$ cat src/rtl/cntr_pkg.sv
// Shared constants for the counter family: direction, overflow mode and default width.
package cntr_pkg;

  localparam logic CNTR_DN   = 1'b0;
  localparam logic CNTR_UP   = 1'b1;

  localparam logic CNTR_WRAP = 1'b0;
  localparam logic CNTR_SAT  = 1'b1;

  localparam int unsigned CNTR_WIDTH = 4;

endpackage

$ cat src/rtl/cntr_dff_reg.sv
// WIDTH-bit D register with asynchronous active-high reset to zero.
module cntr_dff_reg #(
  parameter int unsigned WIDTH = 1
) (
  input  logic             clk,
  input  logic             rst,
  input  logic [WIDTH-1:0] d,
  output logic [WIDTH-1:0] q
);

  always_ff @(posedge clk or posedge rst) begin
    if (rst) q <= '0;
    else     q <= d;
  end

endmodule

$ cat src/rtl/param_updown_counter.sv
// Parametrised up/down counter with load, clear, terminal count and sticky overflow.
// Saturation is selectable through sat only when CNTR_SATURATE_EN is defined; otherwise it always wraps.
module param_updown_counter
  import cntr_pkg::*;
#(
  parameter int unsigned WIDTH   = CNTR_WIDTH,
  parameter int unsigned MAX_VAL = (1 << WIDTH) - 1
) (
  input  logic             clk,
  input  logic             rst,
  input  logic             clr,
  input  logic             load,
  input  logic [WIDTH-1:0] load_val,
  input  logic             en,
  input  logic             up,
  input  logic             sat,
  output logic [WIDTH-1:0] count,
  output logic [WIDTH-1:0] countbar,
  output logic             tc,
  output logic             ovf
);

  localparam logic [WIDTH-1:0] MAXV = WIDTH'(MAX_VAL);

  logic [WIDTH-1:0] count_q, count_d;
  logic             ovf_q, ovf_d;
  logic             sat_mode;
  logic             at_max;
  logic             at_zero;

`ifdef CNTR_SATURATE_EN
  assign sat_mode = (sat == CNTR_SAT);
`else
  logic sat_unused;
  assign sat_unused = sat;
  assign sat_mode   = CNTR_WRAP;
`endif

  // Anything above MAX_VAL counts up as if it were MAX_VAL.
  assign at_max  = (count_q >= MAXV);
  assign at_zero = (count_q == '0);

  assign tc = en & (((up == CNTR_UP) & (count_q == MAXV)) |
                    ((up == CNTR_DN) & at_zero));

  always_comb begin
    count_d = count_q;
    ovf_d   = ovf_q;
    if (clr) begin
      count_d = '0;
      ovf_d   = 1'b0;
    end else if (load) begin
      count_d = (load_val > MAXV) ? MAXV : load_val;
    end else if (en) begin
      ovf_d = ovf_q | tc;
      if (up == CNTR_UP) begin
        if (at_max) count_d = sat_mode ? MAXV : '0;
        else        count_d = count_q + WIDTH'(1);
      end else begin
        if (at_zero) count_d = sat_mode ? '0 : MAXV;
        else         count_d = count_q - WIDTH'(1);
      end
    end
  end

  cntr_dff_reg #(.WIDTH(WIDTH)) u_count_reg (
    .clk (clk),
    .rst (rst),
    .d   (count_d),
    .q   (count_q)
  );

  cntr_dff_reg #(.WIDTH(1)) u_ovf_reg (
    .clk (clk),
    .rst (rst),
    .d   (ovf_d),
    .q   (ovf_q)
  );

  assign count    = count_q;
  assign countbar = ~count_q;
  assign ovf      = ovf_q;

endmodule

$ cat config.mk
export PLATFORM = sky130hd
export DESIGN_NAME = param_updown_counter
export DESIGN_NICKNAME = d
export VERILOG_FILES = /design/src/rtl/cntr_pkg.sv /design/src/rtl/cntr_dff_reg.sv /design/src/rtl/param_updown_counter.sv
export SDC_FILE = /design/constraint.sdc
export NUM_CORES = 1
export LEC_CHECK = 0
export BUFFER_PORTS_ARGS = -buffer_cell sky130_fd_sc_hd__buf_2
export CORE_AREA = 2 2 39 41
export DETAILED_ROUTE_END_ITERATION = 10
export DIE_AREA = 0 0 41 43
export SYNTH_ARGS = -nofsm -noshare
export SYNTH_HDL_FRONTEND = slang
export SYNTH_SLANG_ARGS = --single-unit
export TNS_END_PERCENT = 20
$ cat constraint.sdc
create_clock -name clk -period 4.2 [get_ports clk]
set_clock_uncertainty 0.1 [all_clocks]
set_input_delay 0.84 -clock clk [delete_from_list [all_inputs] [get_ports clk]]
set_output_delay 0.84 -clock clk [all_outputs]
set_load 0.05 [all_outputs]
==> run summary <==
Boundary pin count -> 21
Max-cap violations -> 0
Cells after Synth -> 49
Vias -> 419
TritonCTS clock tree -> yes
Vias per cell -> 4.93
Number of CTS-inserted buffers -> 3
Crit path required time -> 3.26 ns
Clock transition time at the flip-flop clock pins of the worst setup and hold paths -> 0.04 ns
Core Box Area -> 1380 um2
Worst-path fanout max -> 8
I/O Buffers -> 19
Critical path type -> reg2out
Root Buffer -> clkbuf_4
F_max -> 343 MHz
Final core utilization -> 0.402
Detailed Routing Iterations Pass 1 -> 4
Max_slew headroom -> 0.802
Share of layout cells above drive strength 1 -> 0.435
H-tree Lvls -> 1
Final Hold Vio Count -> 0
Postcts setup bufs -> 0
Final antenna-violating net count -> 0
Gate power share -> 0.381
Antenna cells -> 0
Clk_lat worst skew -> 0.24 ns
Total track usage -> 0.132
Worst setup EP type -> primary output
Sequential Power Share -> 0.319
Final Wtd Congestion -> 0.775
Hold Buf Count CTS -> 0
P&R area growth vs syn -> 26.8%
Vias in the first global route -> 381
Fin crit share -> 0.695
RSZ-0062 raised after global routing -> false
Final Instance Area -> 557 um2
TNS Setup -> 0 ns
Synthesized flop and latch total -> 5
Min Tclk post-route -> 2.92 ns
Cts repair resizes -> 0
Bufs on Longest Clock Path -> 2
Synth Area per Inst -> 8.96 um2
Final nets -> 83
Total gr overflow -> 0
Pwr/cell area -> 333 nW/um2
Sequential-to-total area share from yosys stat -> 0.285
Ys Warns -> 0
Arrival @ worst endpoint -> 1.98 ns
Clock share of power -> 0.300
DR iter-0 viols -> 14
Cell Area, Synth -> 439 um2
Starting Density -> 0.317
Leakage -> 0.288 nW
P_sw -> 0.0000738 W
Routed length per instance -> 11.8 um
CTS Sinks -> 5
Die H -> 43 um
Synth unique cells -> 27
Hold Crit Class -> in2async
Rows -> 14
Place WS -> 1.31 ns
Initial antenna violation count -> 0
Final worst slack -> 1.28 ns
First-pass GRT wire length -> 1560 um
Largest net degree at the start of global routing -> 11
Die width -> 41 um
Peak VDD IR -> 0.000196 V
Die area -> 1760 um2
Total Wirelength -> 1000 um
Crit start category -> register
Detail Placement HPWL -> 788 um
Mapped Nets -> 62
Hold WS -> 0.390 ns
Max-slew violation count -> 0
Final setup fails -> 0
Internal power -> 0.000112 W
Drc violations -> 0
Outcome -> finished clean
Worst slew pin tran -> 0.296 ns
Switching part of the total -> 0.398
DP Area -> 531 um2
[area by class of cell]
class                   instances  area [um2]
well taps                      16        20.0
fillers                       148         827
inverters                       7        26.3
flip-flops and latches          5         125
repair buffers                 19        95.1
multi-input cells              34         264
clock buffers                   4        26.3
[power groups by stage]
stage | sequential [W] | combinational, W | clock [W]
floorplan | 0.0000693 | 0.0000461 | 0
global placement | 0.0000594 | 0.0000713 | 0
detailed placement | 0.0000598 | 0.0000715 | 0
CTS | 0.0000591 | 0.0000717 | 0.0000578
global route | 0.0000601 | 0.0000762 | 0.0000619
finish | 0.0000592 | 0.0000706 | 0.0000556
[flip-flops by register name, summed over array words and instances (netlist names)]
register       flops
u_count_reg.q      4
u_ovf_reg.q        1
[synthesized netlist by cell type]
| library cell | number | area, um2 |
|---|---|---|
| clkbuf_2 | 1 | 5.00 |
| mux2_2 | 1 | 11.3 |
| nand2_1 | 3 | 11.3 |
| and4_2 | 1 | 10.0 |
| nor2_1 | 5 | 18.8 |
| xnor2_1 | 1 | 8.76 |
| nand4_1 | 2 | 12.5 |
| a22oi_1 | 2 | 15.0 |
| buf_6 | 1 | 11.3 |
| xor2_1 | 1 | 8.76 |
| o21bai_1 | 1 | 7.51 |
| dfrtp_1 | 5 | 125 |
| ha_1 | 2 | 25.0 |
| a41o_2 | 1 | 11.3 |
| a21oi_2 | 1 | 8.76 |
| a211oi_1 | 1 | 7.51 |
| buf_4 | 1 | 7.51 |
| mux2i_1 | 2 | 20.0 |
| a31o_2 | 1 | 8.76 |
| a21oi_1 | 3 | 15.0 |
| o211ai_1 | 1 | 7.51 |
| nor2_2 | 1 | 6.26 |
| a311oi_1 | 1 | 8.76 |
| a21boi_4 | 1 | 18.8 |
| inv_1 | 7 | 26.3 |
| o31a_1 | 1 | 8.76 |
| or4b_4 | 1 | 13.8 |
[final timing paths]
| kind | cells past startpoint | endpoint | start | slack [ns] |
|---|---|---|---|---|
| max | 5 | tc | u_count_reg.q[0] | 1.28 |
| min | 2 | u_count_reg.q[0] | rst | 0.39 |
| max reg2reg | 6 | u_ovf_reg.q | u_count_reg.q[0] | 2.44 |
| min reg2reg | 2 | u_ovf_reg.q | u_ovf_reg.q | 0.39 |
| max in group asynchronous | 2 | u_count_reg.q[2] | rst | 3.43 |
| min in group clk | 2 | u_ovf_reg.q | u_ovf_reg.q | 0.39 |
[layout by cell type (no fill, tap or decap), types with 2 or more instances in the layout]
master | synthesis | routed
buf_2 | 0 | 19
inv_1 | 7 | 7
nor2_1 | 5 | 5
dfrtp_1 | 5 | 5
nand2_1 | 3 | 3
a21oi_1 | 3 | 3
clkbuf_4 | 0 | 3
mux2i_1 | 2 | 2
nand4_1 | 2 | 2
a22oi_1 | 2 | 2
ha_1 | 2 | 2
[critical path, stage by stage, from the launching register on]
cell	delay, ns
dfrtp_1	0.47
inv_1	0.14
ha_1	0.18
or4b_4	0.49
a21boi_4	0.18
buf_2	0.28
[per-layer routing]
layer / part of all wire / track usage / wire length (um) / up-vias
li1: - / - / - / 214
met1: 0.45 / 0.174 / 454 / 193
met2: 0.48 / 0.197 / 479 / 12
met3: 0.067 / 0.0628 / 67 / 0
met4: 0 / 0.0200 / 0 / 0
met5: 0 / 0 / 0 / -
[metrics by stage]
stage          total power (W)  cells
2_1_floorplan         0.000115     49
3_3_place_gp          0.000131     81
3_5_place_dp          0.000131     81
4_1_cts               0.000189     85
5_1_grt               0.000198     85
6_report              0.000185     85
[cell families (layout without fill, tap and decap cells)]
group	Yosys count	count (layout)	synth area share
simple gates	13	13	0.165
xor+xnor	2	2	0.0399
compound gates	14	14	0.268
mux	3	3	0.0712
flops	5	5	0.285
buf+inv	10	30	0.114
fa+ha+maj	2	2	0.0570
Note: power is estimated with default switching activity, not from simulation.
